**src/rtl/pcx_host_spi_master_if.sv**
```systemverilog
// pcx_host_spi_master_if: request/response bus of the PhotonCore-X host SPI initiator
interface pcx_host_spi_master_if;
    logic        req_valid;
    logic        req_ready;
    logic [7:0]  req_cmd;
    logic [23:0] req_addr;
    logic [31:0] req_wdata;
    logic        rsp_valid;
    logic [31:0] rsp_rdata;
    logic        busy;
    modport master (
        output req_valid, req_cmd, req_addr, req_wdata,
        input  req_ready, rsp_valid, rsp_rdata, busy
    );
    modport slave (
        input  req_valid, req_cmd, req_addr, req_wdata,
        output req_ready, rsp_valid, rsp_rdata, busy
    );
endinterface

```
**src/rtl/pcx_host_spi_master.sv**
```systemverilog
// pcx_host_spi_master: mode-0 SPI initiator serialising cmd/addr/data frames for the PhotonCore-X link
// Optional PCX_SPI_LOOPBACK_EN adds a loopback input that samples the registered MOSI instead of spi_miso.
module pcx_host_spi_master #(
    parameter int CLK_DIV  = 10,
    parameter int CS_SETUP = 4,
    parameter int CS_HOLD  = 4,
    parameter int CS_GAP   = 8
) (
    input  logic                     clk,
    input  logic                     rst_n,
    pcx_host_spi_master_if.slave     bus,
`ifdef PCX_SPI_LOOPBACK_EN
    input  logic                     loopback,
`endif
    output logic                     spi_clk,
    output logic                     spi_mosi,
    input  logic                     spi_miso,
    output logic                     spi_cs_n
);
    typedef enum logic [2:0] {IDLE, SETUP, SHIFT, HOLD, GAP} state_t;
    state_t      state, state_next;
    logic [15:0] cnt;
    logic [8:0]  div;
    logic [5:0]  bcnt, last;
    logic        is_rd, bit_end, accept, long_cmd, miso_s;
    logic [63:0] sreg;
    logic [31:0] cap;
    assign bit_end  = div == 9'(2 * CLK_DIV - 1);
    assign accept   = bus.req_valid && bus.req_ready;
    assign long_cmd = bus.req_cmd inside {8'h01, 8'h02, 8'h03};
`ifdef PCX_SPI_LOOPBACK_EN
    assign miso_s = loopback ? spi_mosi : spi_miso;
`else
    assign miso_s = spi_miso;
`endif
    always_ff @(posedge clk or negedge rst_n)
        if (!rst_n) state <= IDLE;
        else state <= state_next;
    always_comb begin
        state_next = state;
        case (state)
            IDLE:    state_next = accept ? SETUP : IDLE;
            SETUP:   state_next = cnt == 16'(CS_SETUP - 1) ? SHIFT : SETUP;
            SHIFT:   state_next = bit_end && bcnt == last ? HOLD : SHIFT;
            HOLD:    state_next = cnt == 16'(CS_HOLD - 1) ? GAP : HOLD;
            GAP:     state_next = cnt == 16'(CS_GAP - 1) ? IDLE : GAP;
            default: state_next = IDLE;
        endcase
    end
    // Pins are registered from the current state, so every pin lags the state by exactly one clock.
    always_ff @(posedge clk or negedge rst_n)
        if (!rst_n) begin
            cnt           <= '0;
            div           <= '0;
            bcnt          <= '0;
            last          <= '0;
            is_rd         <= 1'b0;
            sreg          <= '0;
            cap           <= '0;
            spi_cs_n      <= 1'b1;
            spi_clk       <= 1'b0;
            spi_mosi      <= 1'b0;
            bus.req_ready <= 1'b0;
            bus.busy      <= 1'b0;
            bus.rsp_valid <= 1'b0;
            bus.rsp_rdata <= '0;
        end else begin
            cnt <= state_next != state ? '0 : cnt + 16'd1;
            div <= state == SHIFT && !bit_end ? div + 9'd1 : '0;
            if (accept) begin
                sreg  <= long_cmd ? {bus.req_cmd, bus.req_addr, bus.req_cmd == 8'h02 ? 32'h0 : bus.req_wdata}
                                  : {bus.req_cmd, 56'h0};
                last  <= long_cmd ? 6'd63 : 6'd7;
                is_rd <= bus.req_cmd == 8'h02;
                bcnt  <= '0;
            end else if (state == SHIFT && bit_end) begin
                sreg <= {sreg[62:0], 1'b0};
                if (bcnt != last) bcnt <= bcnt + 6'd1;
            end
            if (state == SHIFT && div == 9'(CLK_DIV)) cap <= {cap[30:0], miso_s};
            spi_cs_n      <= !(state inside {SETUP, SHIFT, HOLD});
            spi_clk       <= state == SHIFT && div >= 9'(CLK_DIV);
            spi_mosi      <= (state == SETUP || state == SHIFT) && sreg[63];
            // Ready waits one extra IDLE cycle so cs_n stays high at least CS_GAP+1 clocks.
            bus.req_ready <= state == IDLE && state_next == IDLE;
            bus.busy      <= state_next != IDLE;
            bus.rsp_valid <= state == GAP && cnt == '0;
            if (state == GAP && cnt == '0) bus.rsp_rdata <= is_rd ? cap : '0;
        end
endmodule

```
**src/flat_wrapper.sv**
```systemverilog
// flat-port wrapper written by rule: the top's interface ports become plain ports
module pcx_host_spi_master_flat 
#(
    parameter int CLK_DIV  = 10,
    parameter int CS_SETUP = 4,
    parameter int CS_HOLD  = 4,
    parameter int CS_GAP   = 8
)
  (clk, rst_n, spi_clk, spi_mosi, spi_miso, spi_cs_n, bus_req_valid, bus_req_cmd, bus_req_addr, bus_req_wdata, bus_req_ready, bus_rsp_valid, bus_rsp_rdata, bus_busy);
  pcx_host_spi_master_if bus_i ();
  input  logic clk;
  input  logic rst_n;
  output logic spi_clk;
  output logic spi_mosi;
  input  logic spi_miso;
  output logic spi_cs_n;
  input wire logic [$bits(bus_i.req_valid)-1:0] bus_req_valid;
  input wire logic [$bits(bus_i.req_cmd)-1:0] bus_req_cmd;
  input wire logic [$bits(bus_i.req_addr)-1:0] bus_req_addr;
  input wire logic [$bits(bus_i.req_wdata)-1:0] bus_req_wdata;
  output wire logic [$bits(bus_i.req_ready)-1:0] bus_req_ready;
  output wire logic [$bits(bus_i.rsp_valid)-1:0] bus_rsp_valid;
  output wire logic [$bits(bus_i.rsp_rdata)-1:0] bus_rsp_rdata;
  output wire logic [$bits(bus_i.busy)-1:0] bus_busy;
  assign bus_i.req_valid = bus_req_valid;
  assign bus_i.req_cmd = bus_req_cmd;
  assign bus_i.req_addr = bus_req_addr;
  assign bus_i.req_wdata = bus_req_wdata;
  assign bus_req_ready = bus_i.req_ready;
  assign bus_rsp_valid = bus_i.rsp_valid;
  assign bus_rsp_rdata = bus_i.rsp_rdata;
  assign bus_busy = bus_i.busy;
  pcx_host_spi_master #(.CLK_DIV(CLK_DIV), .CS_SETUP(CS_SETUP), .CS_HOLD(CS_HOLD), .CS_GAP(CS_GAP)) u_core (.clk(clk), .rst_n(rst_n), .bus(bus_i), .spi_clk(spi_clk), .spi_mosi(spi_mosi), .spi_miso(spi_miso), .spi_cs_n(spi_cs_n));
endmodule
```
**config.mk**
```make
export PLATFORM = sky130hd
export DESIGN_NAME = pcx_host_spi_master_flat
export DESIGN_NICKNAME = d
export VERILOG_FILES = /design/src/rtl/pcx_host_spi_master_if.sv /design/src/rtl/pcx_host_spi_master.sv /design/src/flat_wrapper.sv
export SDC_FILE = /design/constraint.sdc
export NUM_CORES = 1
export LEC_CHECK = 0
export CORE_ASPECT_RATIO = 0.8
export CORE_MARGIN = 2
export CORE_UTILIZATION = 42
export DETAILED_ROUTE_END_ITERATION = 16
export PLACE_DENSITY_LB_ADDON = 0.25
export RECOVER_POWER = 50
export SETUP_SLACK_MARGIN = 0.15
export SYNTH_ARGS = -nofsm -noshare
export SYNTH_HDL_FRONTEND = slang
export SYNTH_SLANG_ARGS = --single-unit
```
**constraint.sdc**
```tcl
create_clock -name clk -period 5.69 [get_ports clk]
set_input_delay 0.8535 -clock clk [delete_from_list [all_inputs] [get_ports clk]]
set_output_delay 0.8535 -clock clk [all_outputs]
set_load 0.005 [all_outputs]
```
==> results.md <==
- Prevailing post-synth register cell: sky130_fd_sc_hd__dfrtp_1
- Routed wirelength normalized by instance count: 15.5 microns
- Number of I/O port buffers: 105
- Dpl ws: 2160 ps
- Number of enable-type register cells in the synthesized netlist: 0
- Minimum clock period: 3680 ps
- Peak supply drop: 0.000191 V
- Setup violators final: 0
- Seq/Total Area, Yosys: 55.9%
- Global router's overall resource usage: 17.6%
- HPWL Detailed: 10400 microns
- Arrival time of the worst setup path: 3970 ps
- Cell with the most instances after synthesis: sky130_fd_sc_hd__dfrtp_1
- Std cell rows: 44
- CTS HTree Levels: 4
- Post-synthesis instance area: approximately 7700 sq um
- Insertion delay to the later sink of the worst-skew pair: 420 ps
- Maximum number of pins on one net before global-route repair: 124
- Final number of hold-violating endpoints: 0
- Final period utilization: 64.7%
- Distinct cell type count of the synthesized netlist: 52
- Vias/cell: 5.34
- I/O pin count: 106
- Async set-reset flop share out of synthesis: 100%
- Max Buffers Root-to-Sink: 2
- Total clock buffers created by CTS: 17
- Share of post-route cells with drive strength above 1: 9.41%
- CTS tree: built
- Post-Syn Area per Cell: 10.6 sq um
- Startpoint types: input port
- Number of inserted diodes: 0
- Max-Cap Viols: 2
- Transition at the pin with the smallest max-transition slack: between 3000 and 4000 ps
- Combined area of the multi-input logic cells: around 3000 sq um
- Clock slew at reported path FFs: 60 ps
- Filler Cell Count: 1563
- Wire length of the first global-routing pass: between 20000 and 30000 microns
- Synthesized net count: 794
- Hold bufs inserted after CTS: 0
- Maximum fanout count along the critical path: 55
- Buffer type at the clock tree root: sky130_fd_sc_hd__clkbuf_16
- Residual DRC: 0
- Number of instances in the synthesized netlist: 721
- Post-synthesis register bit count: 171
- TNS Setup: 0 ps
- Synth area leader: sky130_fd_sc_hd__dfrtp_1
- Yosys warning total: 0
- Detailed Route WL: 16200 microns
- Vias in the first global route: 5530
- Sinks on the clock net: 171
- Status: finished with violations
- Nets: 879
- Total number of vias: 5598
- Antenna violations before repair: 0
- Post-route worst setup slack: approximately 2000 ps
- Starting density of the core: 42.5%
- Global route overflow: 0
- Highest achievable clock rate: 0.272 GHz
- Worst slew slack as a fraction of its limit: -100%
- Global placer's final weighted congestion: 0.822
- DR pass1 iterations: 5
- Crit path kind: input port to register
- Area of the die: 19300 sq um
- Most instantiated cells after synthesis: sky130_fd_sc_hd__dfrtp_1 (170), sky130_fd_sc_hd__nand2_1 (116), sky130_fd_sc_hd__o21ai_0 (59), sky130_fd_sc_hd__a2bb2oi_1 (56), sky130_fd_sc_hd__inv_1 (42)
- Final cell utilization of the core: 52.2%
- Biggest area contributors in the synthesized netlist: sky130_fd_sc_hd__dfrtp_1 (56%), sky130_fd_sc_hd__a2bb2oi_1 (6.4%), sky130_fd_sc_hd__nand2_1 (5.7%), sky130_fd_sc_hd__mux2_2 (4.7%), sky130_fd_sc_hd__mux2i_1 (4.3%)
- Fin Clk Skew: 11.6 ps
- Layout Area Growth over Synthesis: 22.8%
- Classification of the worst-slack hold path: register to register
- Failing checks: max-capacitance violations, max-slew violations
- Antenna Violating Nets Remaining: 0
- WP data required: about 6000 ps
- Gates resized, CTS repair: 0
- DIE WIDTH: 155 microns
- Endpoint kind of the worst setup timing path: register
- Reg area: around 4300 sq um
- RSZ-0062 raised after global routing: false
- Total leakage power: 0.00407 uW
- Area of the placeable core: about 18000 sq um
- Setup fix buffers added after clock tree synthesis: 0
- Max Slew Vio Count: 157
- First DRT Iteration DRCs: 428
- Share of Yosys cell area claimed by the top area cell type: 55.5%
- Height of the die: 125 microns
- Total power density per cell area: 256 nW/um^2
- Tightest hold margin: 511 ps
==> cell type report <==
cell class,count,share of cell area (%)
Clock inverter,13,1.36
Clock buffer,18,4.56
Timing Repair Buffer,112,11.6
Multi-Input combinational cell,462,32.2
Tap cell,230,3.06
Sequential cell,171,45.5
Inverter,42,1.68
==> critical path, stage by stage <==
cell and delay (ps):
sky130_fd_sc_hd__dlygate4sd3_1 550, sky130_fd_sc_hd__nand2_1 1030, sky130_fd_sc_hd__buf_4 480, sky130_fd_sc_hd__nand2_2 670, sky130_fd_sc_hd__a2bb2oi_1 340
==> report_power, final <==
part / internal, uW / total [uW] / switching, uW / leakage (uW)
clock: 640 / 1110 / 475 / 0.000275
combinational: 41.9 / 76.6 / 34.7 / 0.00150
sequential: 1220 / 1220 / 0.817 / 0.00229
total: 1900 / 2410 / 510 / 0.00407
==> layer usage <==
layer  up-vias  share of wire, %  GRT usage [%]
met2       176                45           25.8
met1      2704                49           26.1
met3        20               4.9           3.38
li1       2698                 -              -
met5         -                 0              0
met4         0               1.4           6.10
==> kinds of logic after synthesis <==
logic type,synth area share (%)
xor gates and xnor gates,2.63
and+or+nand+nor,14.1
AOI/OAI and AO/OA,12.8
adders and majority gates,0.817
buffers and inverters,4.75
muxes,9.02
DFF,55.9
==> registers in the layout, summed over array words and instances, names as in the netlist <==
register,flops
u_core.spi_cs_n,1
u_core.cnt,16
u_core.bcnt,6
u_core.bus.busy,1
u_core.state,3
u_core.cap,32
u_core.bus.rsp_rdata,32
u_core.bus.req_ready,1
u_core.spi_clk,1
u_core.is_rd,1
u_core.spi_mosi,1
u_core.div,9
u_core.sreg,64
u_core.last,2
u_core.bus.rsp_valid,1
==> cell usage in the layout (no fill, tap or decap), types with 4 or more instances in the layout <==
| cell type | n |
|---|---|
| sky130_fd_sc_hd__buf_4 | 6 |
| sky130_fd_sc_hd__dfrtp_1 | 170 |
| sky130_fd_sc_hd__clkbuf_16 | 17 |
| sky130_fd_sc_hd__xnor2_1 | 11 |
| sky130_fd_sc_hd__o21ai_0 | 59 |
| sky130_fd_sc_hd__ha_1 | 5 |
| sky130_fd_sc_hd__nor2_1 | 26 |
| sky130_fd_sc_hd__clkdlybuf4s50_1 | 96 |
| sky130_fd_sc_hd__a21oi_1 | 6 |
| sky130_fd_sc_hd__mux2_2 | 32 |
| sky130_fd_sc_hd__o31ai_1 | 4 |
| sky130_fd_sc_hd__or4_1 | 5 |
| sky130_fd_sc_hd__nand3_1 | 12 |
| sky130_fd_sc_hd__nor3_1 | 20 |
| sky130_fd_sc_hd__clkinv_2 | 7 |
| sky130_fd_sc_hd__inv_1 | 42 |
| sky130_fd_sc_hd__nand2_1 | 116 |
| sky130_fd_sc_hd__mux2i_1 | 33 |
| sky130_fd_sc_hd__dlygate4sd3_1 | 8 |
| sky130_fd_sc_hd__nand4_1 | 10 |
| sky130_fd_sc_hd__nor4_1 | 11 |
| sky130_fd_sc_hd__and4_1 | 4 |
| sky130_fd_sc_hd__a31oi_1 | 8 |
| sky130_fd_sc_hd__a2bb2oi_1 | 56 |
| sky130_fd_sc_hd__xor2_1 | 12 |
==> path summary, 6_finish.rpt <==
| kind | from | endpoint | slack [ps] | cells past startpoint |
|---|---|---|---|---|
| hold reg to reg | u_core.cap[31] | u_core.cap[31] | 510 | 1 |
| max in group asynchronous | rst_n | u_core.bcnt[1] | 2350 | 2 |
| setup / recovery | bus_req_valid | u_core.sreg[7] | 2010 | 5 |
| hold / removal | u_core.cap[31] | u_core.cap[31] | 510 | 1 |
| setup reg to reg | u_core.bus.req_ready | u_core.sreg[7] | 2610 | 4 |
| min in group asynchronous | rst_n | u_core.bus.rsp_valid | 1370 | 1 |
==> per-stage QoR <==
step	total power, uW	instance area, sq um	instances
after CTS	2440	9410	1047
after global placement	1320	8860	1016
after floorplan	1240	7660	721
after detailed placement	1320	8860	1016
final	2410	9400	1048
after global routing	2500	9400	1048
No activity file was read; power rests on OpenSTA's default activity.
